$ cat src/rtl/rc4_pkg.sv
// Shared RC4 definitions: default sizing and the PRGA swap FSM state encoding.
package rc4_pkg;

    localparam int unsigned DEF_MSG_WIDTH = 8;
    localparam int unsigned DEF_MSG_DEP   = 32;

    typedef enum logic [3:0] {
        StIdle,
        StIncI,
        StRdIAddr,
        StRdIWait,
        StRdICap,
        StRdJAddr,
        StRdJWait,
        StRdJCap,
        StWrI,
        StWrJ,
        StPresent,
        StNext,
        StDone
    } prga_state_e;

    // States in which the PRGA owns the shared S RAM port.
    function automatic logic owns_mem(prga_state_e st);
        return st inside {[StIncI:StWrJ]};
    endfunction

endpackage

$ cat src/rtl/prga_swap_fsm.sv
// RC4 PRGA swap sequencer: per message byte, increments i, reads S[i] and S[j],
// swaps them in S and presents the post-swap pair until the consumer acks it.
module prga_swap_fsm
    import rc4_pkg::*;
#(
    parameter int unsigned MSG_DEP   = DEF_MSG_DEP,
    parameter int unsigned MSG_WIDTH = DEF_MSG_WIDTH
) (
    input  logic                 clk,
    input  logic                 reset,
    input  logic                 start,
    input  logic [MSG_WIDTH-1:0] s_q,
    input  logic                 pair_ack,
    output logic [MSG_WIDTH-1:0] s_address,
    output logic [MSG_WIDTH-1:0] s_data,
    output logic                 s_wren,
    output logic                 mem_req,
    output logic [MSG_WIDTH-1:0] s_i,
    output logic [MSG_WIDTH-1:0] s_j,
    output logic                 pair_valid,
    output logic [MSG_WIDTH-1:0] byte_index,
    output logic                 done
);

    prga_state_e          state_q, state_d;
    logic [MSG_WIDTH-1:0] i_q, i_d;
    logic [MSG_WIDTH-1:0] j_q, j_d;
    logic [MSG_WIDTH-1:0] k_q, k_d;
    logic [MSG_WIDTH-1:0] si_old_q, si_old_d;
    logic [MSG_WIDTH-1:0] sj_old_q, sj_old_d;
    logic                 last_pair;

    assign last_pair = ((32'(k_q) + 32'd1) == MSG_DEP);

    always_ff @(posedge clk or posedge reset) begin
        if (reset) begin
            state_q  <= StIdle;
            i_q      <= '0;
            j_q      <= '0;
            k_q      <= '0;
            si_old_q <= '0;
            sj_old_q <= '0;
        end else begin
            state_q  <= state_d;
            i_q      <= i_d;
            j_q      <= j_d;
            k_q      <= k_d;
            si_old_q <= si_old_d;
            sj_old_q <= sj_old_d;
        end
    end

    always_comb begin
        state_d    = state_q;
        i_d        = i_q;
        j_d        = j_q;
        k_d        = k_q;
        si_old_d   = si_old_q;
        sj_old_d   = sj_old_q;
        s_address  = '0;
        s_data     = '0;
        s_wren     = 1'b0;
        mem_req    = owns_mem(state_q);
        s_i        = '0;
        s_j        = '0;
        pair_valid = 1'b0;
        byte_index = k_q;
        done       = 1'b0;

        unique case (state_q)
            StIdle: begin
                if (start) state_d = StIncI;
            end
            StIncI: begin
                i_d     = i_q + MSG_WIDTH'(1);
                state_d = StRdIAddr;
            end
            StRdIAddr: begin
                s_address = i_q;
                state_d   = StRdIWait;
            end
            StRdIWait: begin
                s_address = i_q;
                state_d   = StRdICap;
            end
            // RAM data for the address driven two cycles earlier is valid here.
            StRdICap: begin
                s_address = i_q;
                si_old_d  = s_q;
                j_d       = j_q + s_q;
                state_d   = StRdJAddr;
            end
            StRdJAddr: begin
                s_address = j_q;
                state_d   = StRdJWait;
            end
            StRdJWait: begin
                s_address = j_q;
                state_d   = StRdJCap;
            end
            StRdJCap: begin
                s_address = j_q;
                sj_old_d  = s_q;
                state_d   = StWrI;
            end
            StWrI: begin
                s_address = i_q;
                s_data    = sj_old_q;
                s_wren    = 1'b1;
                state_d   = StWrJ;
            end
            // When i == j this second write restores the original S[i].
            StWrJ: begin
                s_address = j_q;
                s_data    = si_old_q;
                s_wren    = 1'b1;
                state_d   = StPresent;
            end
            StPresent: begin
                s_i        = sj_old_q;
                s_j        = si_old_q;
                pair_valid = 1'b1;
                if (pair_ack) state_d = StNext;
            end
            StNext: begin
                k_d     = k_q + MSG_WIDTH'(1);
                state_d = last_pair ? StDone : StIncI;
            end
            StDone: begin
                done = 1'b1;
            end
            default: begin
                state_d = StIdle;
            end
        endcase
    end

endmodule

$ cat config.mk
export PLATFORM = sky130hd
export DESIGN_NAME = prga_swap_fsm
export DESIGN_NICKNAME = d
export VERILOG_FILES = /design/src/rtl/rc4_pkg.sv /design/src/rtl/prga_swap_fsm.sv
export SDC_FILE = /design/constraint.sdc
export NUM_CORES = 1
export LEC_CHECK = 0
export ABC_AREA = 1
export CORE_MARGIN = 1.5
export CORE_UTILIZATION = 51
export DETAILED_ROUTE_END_ITERATION = 12
export PLACE_DENSITY = 0.8
export SKIP_LAST_GASP = 1
export SLEW_MARGIN = 5
export SYNTH_ARGS = -nofsm -noshare
export SYNTH_HDL_FRONTEND = slang
export SYNTH_SLANG_ARGS = --single-unit
$ cat constraint.sdc
create_clock -name clk -period 1.9 [get_ports clk]
set_input_delay 0.475 -clock clk [delete_from_list [all_inputs] [get_ports clk]]
set_output_delay 0.475 -clock clk [all_outputs]
set_load 0.01 [all_outputs]
==> impl_metrics.csv, run 1 <==
group,metric,value,unit
sta,hold-worst-slack,469.3,ps
sta,tightest_slew,507.4,ps
synthesis,ys_seq_elements,44,
critical_path,cp_data_arrival_time,1760,ps
finish,n_fill_cell,303,
min_path,min_path_type,"reg -> reg",
sta,hold_viol,0,
finish,syn_to_final_growth,52.04,%
sta,setup-tns-final,-7034,ps
detailed_routing,drcViolationCount,0,
global_route,overflow,0,
place,pre_cts_ws,-585.5,ps
pwr,power_per_cell_area,1500,nW/um^2
floorplan,start_util,53.70,%
synthesis,synth_top_flop_cell,"dfrtp_1",
clock_network,cts_buffers,5,
place,place.gp.congestion,0.8629,
sta,finalWorstSetupSlack,-334.1,ps
detailed_routing,wire_per_inst,15.69,um
clock_network,cts-root-buf,"clkbuf_8",
synthesis,synth_top_area_share,42.84,%
detailed_routing,firstDrtPassIters,5,
floorplan,core,4786,um^2
synthesis,yosys_warnings,0,
sta,fin_skew,13.25,ps
detailed_routing,ant_nets,0,
synthesis,ys_top_cells_by_count,"78 x nand2_1, 67 x inv_1, 44 x dfrtp_1",
floorplan,die_area,5474,um^2
critical_path,startpoint_type,"flop",
sta,slew_viol_final,0,
clock_network,cts_tree,"built",
synthesis,synth_cell_type_count,28,
synthesis,ys_top_cells_by_area,"dfrtp_1 43%, nand2_1 11%, inv_1 9.8%",
pwr,ir_drop,1.242,mV
clock_network,clkLatencyLatePin,300,ps
synthesis,avgSynthCellArea,7.471,um^2
global_route,grt_max_degree,45,
clock_network,path_clk_slew,90,ps
floorplan,die_h,73.99,um
finish,nNetsFinal,475,
sta,maxSlewHeadroom,66.09,%
place,placed_area,3422,um^2
clock_network,h-tree-depth,2,
synthesis,synth_most_common_cell,"nand2_1",
sta,fmax,0.4476,GHz
global_route,grt_pass1_vias,2394,
critical_path,cp.required,1420,ps
critical_path,end_kind,"primary output",
status,violations,"negative setup slack",
synthesis,async_reset_ff_share,100.0,%
synthesis,syn_area,2570,um^2
finish,fin_area,3908,um^2
global_route,grt_pass1_wl,10.71,mm
synthesis,postSynthNetCount,366,
status,status,"finished with violations",
clock_network,holdBufCountCts,0,
global_route,grt_use_total,25.39,%
synthesis,synth_edf_count,0,
sta,final.period_utilization,117.6,%
clock_network,cts_buffer_depth,2,
finish,drive_above_1_share,35.90,%
floorplan,num_rows,25,
detailed_routing,via_count,2758,
global_route,antenna_found_initial,0,
synthesis,yosysTopAreaCell,"dfrtp_1",
clock_network,clock_sinks,44,
critical_path,cp_max_fo,8,
sta,final-setup-viol-count,38,
pwr,leakage,1.992,nW
sta,rsz0062_at_grt,"true",
detailed_routing,via_per_inst,5.294,
floorplan,io_pins,56,
finish,diodes,0,
critical_path,crit_type,"reg -> out",
detailed_routing,first_iter_violations,245,
synthesis,ys_seq_area_share,42.84,%
detailed_routing,wirelength,8.177,mm
place,port_buffers,55,
place,dpl.hpwl,4.403,mm
flow_run,drv_cap,0,
floorplan,die_w,73.99,um
synthesis,netlist_instances,344,
sta,fin_crit,2234,ps
flip-flops by register name, indices dropped and copies added (netlist names):
name and flops:
j_q 8, sj_old_q 8, state_q 4, i_q 8, si_old_q 8, byte_index 8
report_power, final:
group          switching, mW  internal, mW  leakage, nW
logic                   1.92          1.60         1.38
clock network          0.323         0.390       0.0552
registers              0.306          1.32        0.552
total                   2.55          3.31         1.99
repair_timing:
item,CTS,global route
gates resized for setup,151,72
endpoints found under the setup margin,37,47
cloned,0,0
setup buffers,12,15
pin swaps,7,21
layer usage:
layer	wire length (um)	part of all wire (%)	vias up	global-route usage (%)
met5	0	0	-	0
met4	146	1.8	0	5.350
met3	453	5.5	14	4.336
met2	4266	52	116	44.05
met1	3311	40	1332	33.57
li1	-	-	1296	-
cell usage in the layout (no fill, tap or decap), types with 2 or more instances in the layout:
master and count:
nand2_1 70, inv_1 58, dfrtp_1 42, buf_4 37
o21ai_0 27, nor2_1 26, buf_2 21, buf_6 17
clkdlybuf4s50_1 16, nand3_1 14, o22ai_2 13, clkdlybuf4s15_2 12
inv_2 11, nor2_4 10, xor2_1 10, ha_1 7
a21oi_1 6, nand2_2 5, clkbuf_8 5, nor2_2 4
o22ai_1 4, nand4_1 3, nand2_4 3, nand3_2 3
or2_4 2, a21oi_2 2, o21ai_2 2, dfrtp_2 2
logic make-up after synthesis:
logic type / after synthesis / share of synthesized area, %
simple gates: 144 / 23.61
buf+inv: 76 / 11.15
compound gates: 59 / 13.49
flops: 44 / 42.84
xor+xnor: 11 / 3.749
fa+ha+maj: 10 / 5.161
path summary, 6_finish.rpt:
kind	startpoint	endpoint	slack, ps	cells past startpoint
max reg2reg	state_q[3]$_DFFE_PP0P_	state_q[3]$_DFFE_PP0P_	-100	13
max in group asynchronous	reset	byte_index[1]$_DFFE_PP0P_	1130	3
min in group asynchronous	reset	state_q[0]$_DFFE_PP0P_	520	3
min	i_q[6]$_DFFE_PP0P_	i_q[6]$_DFFE_PP0P_	470	1
min reg2reg	i_q[6]$_DFFE_PP0P_	i_q[6]$_DFFE_PP0P_	470	1
max	state_q[1]$_DFFE_PP0P_	s_address[1]	-330	8
worst max-delay path, cell delays in order, from the launching register on:
cell	delay, ps
dfrtp_1	440
nor2_2	170
inv_2	80
nor2_4	160
buf_6	130
a211oi_4	30
buf_6	150
o22ai_2	130
buf_2	160
final cells by class:
cell class | count | area, um^2 | share of cell area [%]
Clock inverter | 2 | 35.03 | 0.8966
Multi-Input combinational cell | 224 | 1423 | 36.41
Timing Repair Buffer | 107 | 915.9 | 23.44
Tap cell | 67 | 83.83 | 2.145
Clock buffer | 6 | 72.57 | 1.857
Inverter | 71 | 274.0 | 7.012
Sequential cell | 44 | 1104 | 28.24
metrics by stage:
| stage | util [%] | power, mW | cells |
|---|---|---|---|
| 3_5_place_dp | 71.50 | 4.107 | 491 |
| 6_report | 81.65 | 5.860 | 521 |
| 3_3_place_gp | 71.50 | 4.016 | 491 |
| 5_1_grt | 81.65 | 6.202 | 521 |
| 2_1_floorplan | - | 3.026 | 344 |
| 4_1_cts | 77.25 | 5.076 | 511 |
(Power assumes the default switching activity.)
==> inputs of run 2 (changes only) <==
==> constraint.sdc (replaced) <==
create_clock -name clk -period 2.15 [get_ports clk]
set_input_delay 0.5375 -clock clk [delete_from_list [all_inputs] [get_ports clk]]
set_output_delay 0.5375 -clock clk [all_outputs]
set_load 0.01 [all_outputs]
==> impl_metrics.csv, run 2 (synthesized netlist as in run 1, its figures left out) <==
group,metric,value,unit
critical_path,startpoint_type,"flop",
pwr,clkPwrFrac,13.8,%
sta,finalWorstSetupSlack,-63.69,ps
pwr,ir_drop,0.9623,mV
clock_network,cts-root-buf,"clkbuf_8",
clock_network,clkLatencyLatePin,310,ps
detailed_routing,drcViolationCount,0,
floorplan,core,4786,um^2
sta,maxSlewHeadroom,62.65,%
finish,final_common_cell,"nand2_1",
flow_run,drv_cap,0,
sta,tightest_slew,560.3,ps
sta,hold_viol,0,
place,dpl.hpwl,4.352,mm
floorplan,die_area,5474,um^2
pwr,internal_power,2.650,mW
global_route,grt_pass1_wl,10.44,mm
sta,slew_viol_final,0,
critical_path,cp_top_family,"buffers and inverters",
critical_path,crit_type,"reg -> out",
min_path,min_path_type,"reg -> reg",
pwr,power_per_cell_area,1287,nW/um^2
sta,setup-tns-final,-459.7,ps
clock_network,cts_buffers,5,
clock_network,clock_sinks,44,
clock_network,cts_buffer_depth,2,
floorplan,start_util,53.70,%
finish,drive_above_1_share,27.79,%
critical_path,cp_data_arrival_time,1680,ps
finish,nNetsFinal,460,
clock_network,h-tree-depth,2,
place,place.gp.congestion,0.8931,
global_route,antenna_found_initial,1,
sta,fin_skew,12.19,ps
critical_path,cp.required,1610,ps
critical_path,crit_path_top_delay_cell,"dfrtp_1",
pwr,swShare,41.95,%
detailed_routing,wire_per_inst,12.57,um
status,violations,"negative setup slack",
detailed_routing,via_count,2508,
critical_path,end_kind,"primary output",
sta,fmax,0.4517,GHz
detailed_routing,ant_nets,0,
critical_path,crit_path_cell_trace,"buf_6 -> buf_6 -> nor2_4 -> buf_6 -> a211oi_4 -> buf_6 -> o22ai_2 -> buf_2",
critical_path,cp_max_fo,8,
pwr,p_seq_share,31.0,%
status,status,"finished with violations",
detailed_routing,firstDrtPassIters,4,
sta,final-setup-viol-count,8,
global_route,grt_max_degree,45,
pwr,leakage,1.903,nW
pwr,p_switching,1.915,mW
floorplan,num_rows,25,
critical_path,cp_num_buf_inv,5,
finish,final_cell_mix,"76 x nand2_1, 61 x inv_1, 44 x dfrtp_1",
sta,final.period_utilization,103.0,%
global_route,grt_use_total,25.24,%
finish,syn_to_final_growth,38.07,%
floorplan,io_pins,56,
finish,instances_no_fill,507,
global_route,grt_pass1_vias,2263,
detailed_routing,via_per_inst,4.947,
detailed_routing,first_iter_violations,164,
floorplan,die_h,73.99,um
critical_path,critPathMaxStageDelay,400,ps
place,port_buffers,55,
pwr,power,4.565,mW
pwr,power_frac_comb,55.2,%
sta,fin_crit,2214,ps
detailed_routing,wirelength,6.372,mm
place,dp.cells,490,
critical_path,crit_top_cell,"buf_6",
sta,rsz0062_at_grt,"true",
global_route,overflow,0,
floorplan,die_w,73.99,um
clock_network,path_clk_slew,80,ps
clock_network,cts_tree,"built",
## run 2: final timing paths
| kind | from | end | slack (ps) | depth (start not counted) |
|---|---|---|---|---|
| max | state_q[2]$_DFFE_PP0P_ | s_address[0] | -60 | 8 |
| min | i_q[6]$_DFFE_PP0P_ | i_q[6]$_DFFE_PP0P_ | 470 | 1 |
| max reg2reg | state_q[1]$_DFFE_PP0P_ | i_q[5]$_DFFE_PP0P_ | 210 | 10 |
| min reg2reg | i_q[6]$_DFFE_PP0P_ | i_q[6]$_DFFE_PP0P_ | 470 | 1 |
| max in group asynchronous | reset | j_q[5]$_DFFE_PP0P_ | 1090 | 3 |
| min in group asynchronous | reset | state_q[1]$_DFFE_PP0P_ | 670 | 3 |
## run 2: power by group through the flow
stage	Sequential, mW	Clock [mW]	Combinational (mW)
floorplan	1.39	0	1.29
CTS	1.41	0.642	2.39
finish	1.41	0.632	2.52
global route	1.45	0.673	2.80
detailed placement	1.42	0	2.21
global placement	1.40	0	2.15
## run 2: layout make-up
cell class / instances / area [um^2]
Multi-Input combinational cell: 224 / 1303
Antenna cell: 1 / 2.502
Clock buffer: 6 / 72.57
Sequential cell: 44 / 1101
Tap cell: 67 / 83.83
Inverter: 71 / 271.5
Clock inverter: 2 / 35.03
Timing Repair Buffer: 92 / 679.4
Fill cell: 379 / 1237
## run 2: routing by layer
metal	track usage (%)	part of all wire, %	wire, um	vias up
met3	5.962	5.7	365	12
met5	0	0	0	-
met4	7.819	1.6	102	0
met2	39.29	46	2946	73
met1	35.19	46	2958	1158
li1	-	-	-	1265
## run 2: stage by stage
stage / hold slack, ps / util [%] / area [um^2] / worst slack, ps
after floorplan: 441.6 / - / 2570 / 219.9
after global placement: 456.1 / 71.09 / 3402 / -382.9
after detailed placement: 464.2 / 71.09 / 3402 / -399.8
after CTS: 478.7 / 73.33 / 3510 / -109.6
after global routing: 498.3 / 74.14 / 3548 / -131.9
final: 472.6 / 74.14 / 3548 / -63.69
## run 2: what timing repair did
| action | in CTS | in global routing |
|---|---|---|
| pin swaps | 6 | 5 |
| resized for setup | 154 | 26 |
| setup buffers | 7 | 1 |
| endpoints found under the setup margin | 37 | 35 |
| hold buffers | 0 | 0 |
==> inputs of run 3 (changes only) <==
--- a/config.mk
+++ b/config.mk
@@ -10,6 +10,7 @@
 export CORE_UTILIZATION = 51
 export DETAILED_ROUTE_END_ITERATION = 12
 export PLACE_DENSITY = 0.8
+export SETUP_SLACK_MARGIN = 0.15
 export SKIP_LAST_GASP = 1
 export SLEW_MARGIN = 5
 export SYNTH_ARGS = -nofsm -noshare
==> impl_metrics.csv, run 3 (synthesized netlist as in run 1, its figures left out) <==
group,metric,value,unit
finish,final_common_cell,"nand2_1",
pwr,clkPwrFrac,13.6,%
min_path,min_path_type,"reg -> reg",
detailed_routing,drcViolationCount,0,
clock_network,cts-root-buf,"clkbuf_8",
place,place.gp.congestion,0.8931,
clock_network,cts_buffer_depth,2,
detailed_routing,first_iter_violations,186,
global_route,antenna_found_initial,1,
critical_path,cp_max_fo,8,
pwr,ir_drop,1.002,mV
floorplan,start_util,53.70,%
critical_path,cp_data_arrival_time,1700,ps
critical_path,crit_type,"reg -> out",
pwr,swShare,42.18,%
detailed_routing,wire_per_inst,13.29,um
status,violations,"negative setup slack",
detailed_routing,ant_nets,0,
pwr,p_switching,1.958,mW
detailed_routing,wirelength,6.738,mm
sta,final-setup-viol-count,21,
sta,tightest_slew,567.6,ps
sta,fmax,0.4474,GHz
sta,rsz0062_at_grt,"true",
floorplan,io_pins,56,
finish,drive_above_1_share,28.70,%
finish,n_fill_cell,350,
finish,syn_to_final_growth,41.67,%
min_path,hold_start,"i_q[6]$_DFFE_PP0P_",
critical_path,rrSetupSlack,220,ps
sta,finalWorstSetupSlack,-84.91,ps
critical_path,critPathMaxStageDelay,420,ps
clock_network,cts_buffers,5,
min_path,whs_endpoint,"i_q[6]$_DFFE_PP0P_",
clock_network,h-tree-depth,2,
clock_network,clock_sinks,44,
clock_network,clkLatencyLatePin,310,ps
sta,slew_viol_final,0,
pwr,internal_power,2.685,mW
global_route,grt_pass1_vias,2275,
floorplan,core,4786,um^2
sta,hold_viol,0,
floorplan,die_area,5474,um^2
detailed_routing,via_per_inst,5.018,
sta,fin_crit,2235,ps
critical_path,worstRegToRegCells,12,
critical_path,worstReg2RegEnd,"j_q[6]$_DFFE_PP0P_",
place,port_buffers,55,
critical_path,cp.required,1610,ps
place,dpl.hpwl,4.352,mm
floorplan,die_h,73.99,um
global_route,grt_max_degree,45,
critical_path,end_kind,"primary output",
sta,final.period_utilization,103.9,%
floorplan,num_rows,25,
sta,maxSlewHeadroom,62.16,%
pwr,power,4.643,mW
global_route,grt_use_total,25.22,%
global_route,overflow,0,
finish,fin_area,3641,um^2
critical_path,crit_path_cell_trace,"buf_6 -> inv_2 -> nor2_2 -> nand2_2 -> inv_2 -> a211oi_4 -> buf_6 -> o22ai_2 -> buf_2",
sta,fin_skew,11.53,ps
detailed_routing,firstDrtPassIters,4,
critical_path,reg2reg_from,"j_q[0]$_DFFE_PP0P_",
min_path,hold_depth,1,
critical_path,crit_path_top_delay_cell,"dfrtp_1",
status,status,"finished with violations",
pwr,power_per_cell_area,1275,nW/um^2
pwr,power_frac_comb,55.7,%
clock_network,path_clk_slew,80,ps
floorplan,die_w,73.99,um
place,placed_area,3402,um^2
detailed_routing,via_count,2544,
pwr,leakage,1.860,nW
critical_path,startpoint_type,"flop",
pwr,p_seq_share,30.7,%
clock_network,cts_tree,"built",
global_route,grt_pass1_wl,10.45,mm
finish,nNetsFinal,460,
flow_run,drv_cap,0,
finish,final_cell_mix,"74 x nand2_1, 62 x inv_1, 44 x dfrtp_1",
[run 3: repair_timing]
item,CTS,global route
setup buffers,6,2
hold buffers,0,0
gates resized for setup,154,25
pin swaps,7,2
endpoints found under the setup margin,37,40
[run 3: worst max-delay path, delay by kind of cell, from the launching register on]
kind	cells	cell delay, ps
AO/OA/AOI/OAI	2	280
buffers and inverters	5	570
flip-flops	1	420
AND/OR/NAND/NOR	2	120
[run 3: through the flow]
| step | std cells | hold WS, ps | setup WS (ps) | TNS, ps | utilization [%] |
|---|---|---|---|---|---|
| floorplan | 344 | 441.6 | 219.9 | 0 | - |
| global placement | 490 | 456.1 | -382.9 | -3364 | 71.09 |
| global route | 507 | 498.3 | -159.2 | -2806 | 76.08 |
| finish | 507 | 472.7 | -84.91 | -1312 | 76.08 |
| detailed placement | 490 | 464.2 | -399.8 | -3801 | 71.09 |
| CTS | 504 | 478.7 | -65.50 | -850.0 | 75.06 |
[run 3: layout make-up]
| type | count | area (um^2) | area share, % |
|---|---|---|---|
| Inverter | 71 | 271.5 | 7.457 |
| Clock buffer | 6 | 72.57 | 1.993 |
| Tap cell | 67 | 83.83 | 2.302 |
| Clock inverter | 2 | 35.03 | 0.9622 |
| Sequential cell | 44 | 1101 | 30.24 |
| Timing Repair Buffer | 92 | 765.7 | 21.03 |
| Multi-Input combinational cell | 224 | 1309 | 35.95 |
| Antenna cell | 1 | 2.502 | 0.06873 |
[run 3: power groups by stage]
stage | clock (mW) | combinational, mW | sequential, mW
detailed placement | 0 | 2.21 | 1.42
floorplan | 0 | 1.29 | 1.39
CTS | 0.642 | 2.41 | 1.41
global placement | 0 | 2.15 | 1.40
finish | 0.632 | 2.58 | 1.43
global route | 0.680 | 2.85 | 1.46
[run 3: layer usage]
layer,vias to the layer above,part of all wire [%],GRT usage [%]
met3,9,5.2,5.556
met1,1191,45,34.66
met4,0,1.3,7.407
met2,76,49,40.28
li1,1268,-,-
met5,-,0,0
[run 3: worst max-delay path by stage]
stage                                      start                 end  slack (ps)  depth (start not counted)
after CTS                 state_q[2]$_DFFE_PP0P_        s_address[0]         -70                          9
final                     state_q[2]$_DFFE_PP0P_        s_address[0]         -80                          9
after floorplan                           s_q[0]  j_q[6]$_DFFE_PP0P_         220                         12
after global routing      state_q[1]$_DFFE_PP0P_              s_i[1]        -160                          8
after detailed placement                  s_q[0]  j_q[6]$_DFFE_PP0P_        -400                         13
after global placement                    s_q[0]  j_q[6]$_DFFE_PP0P_        -380                         13
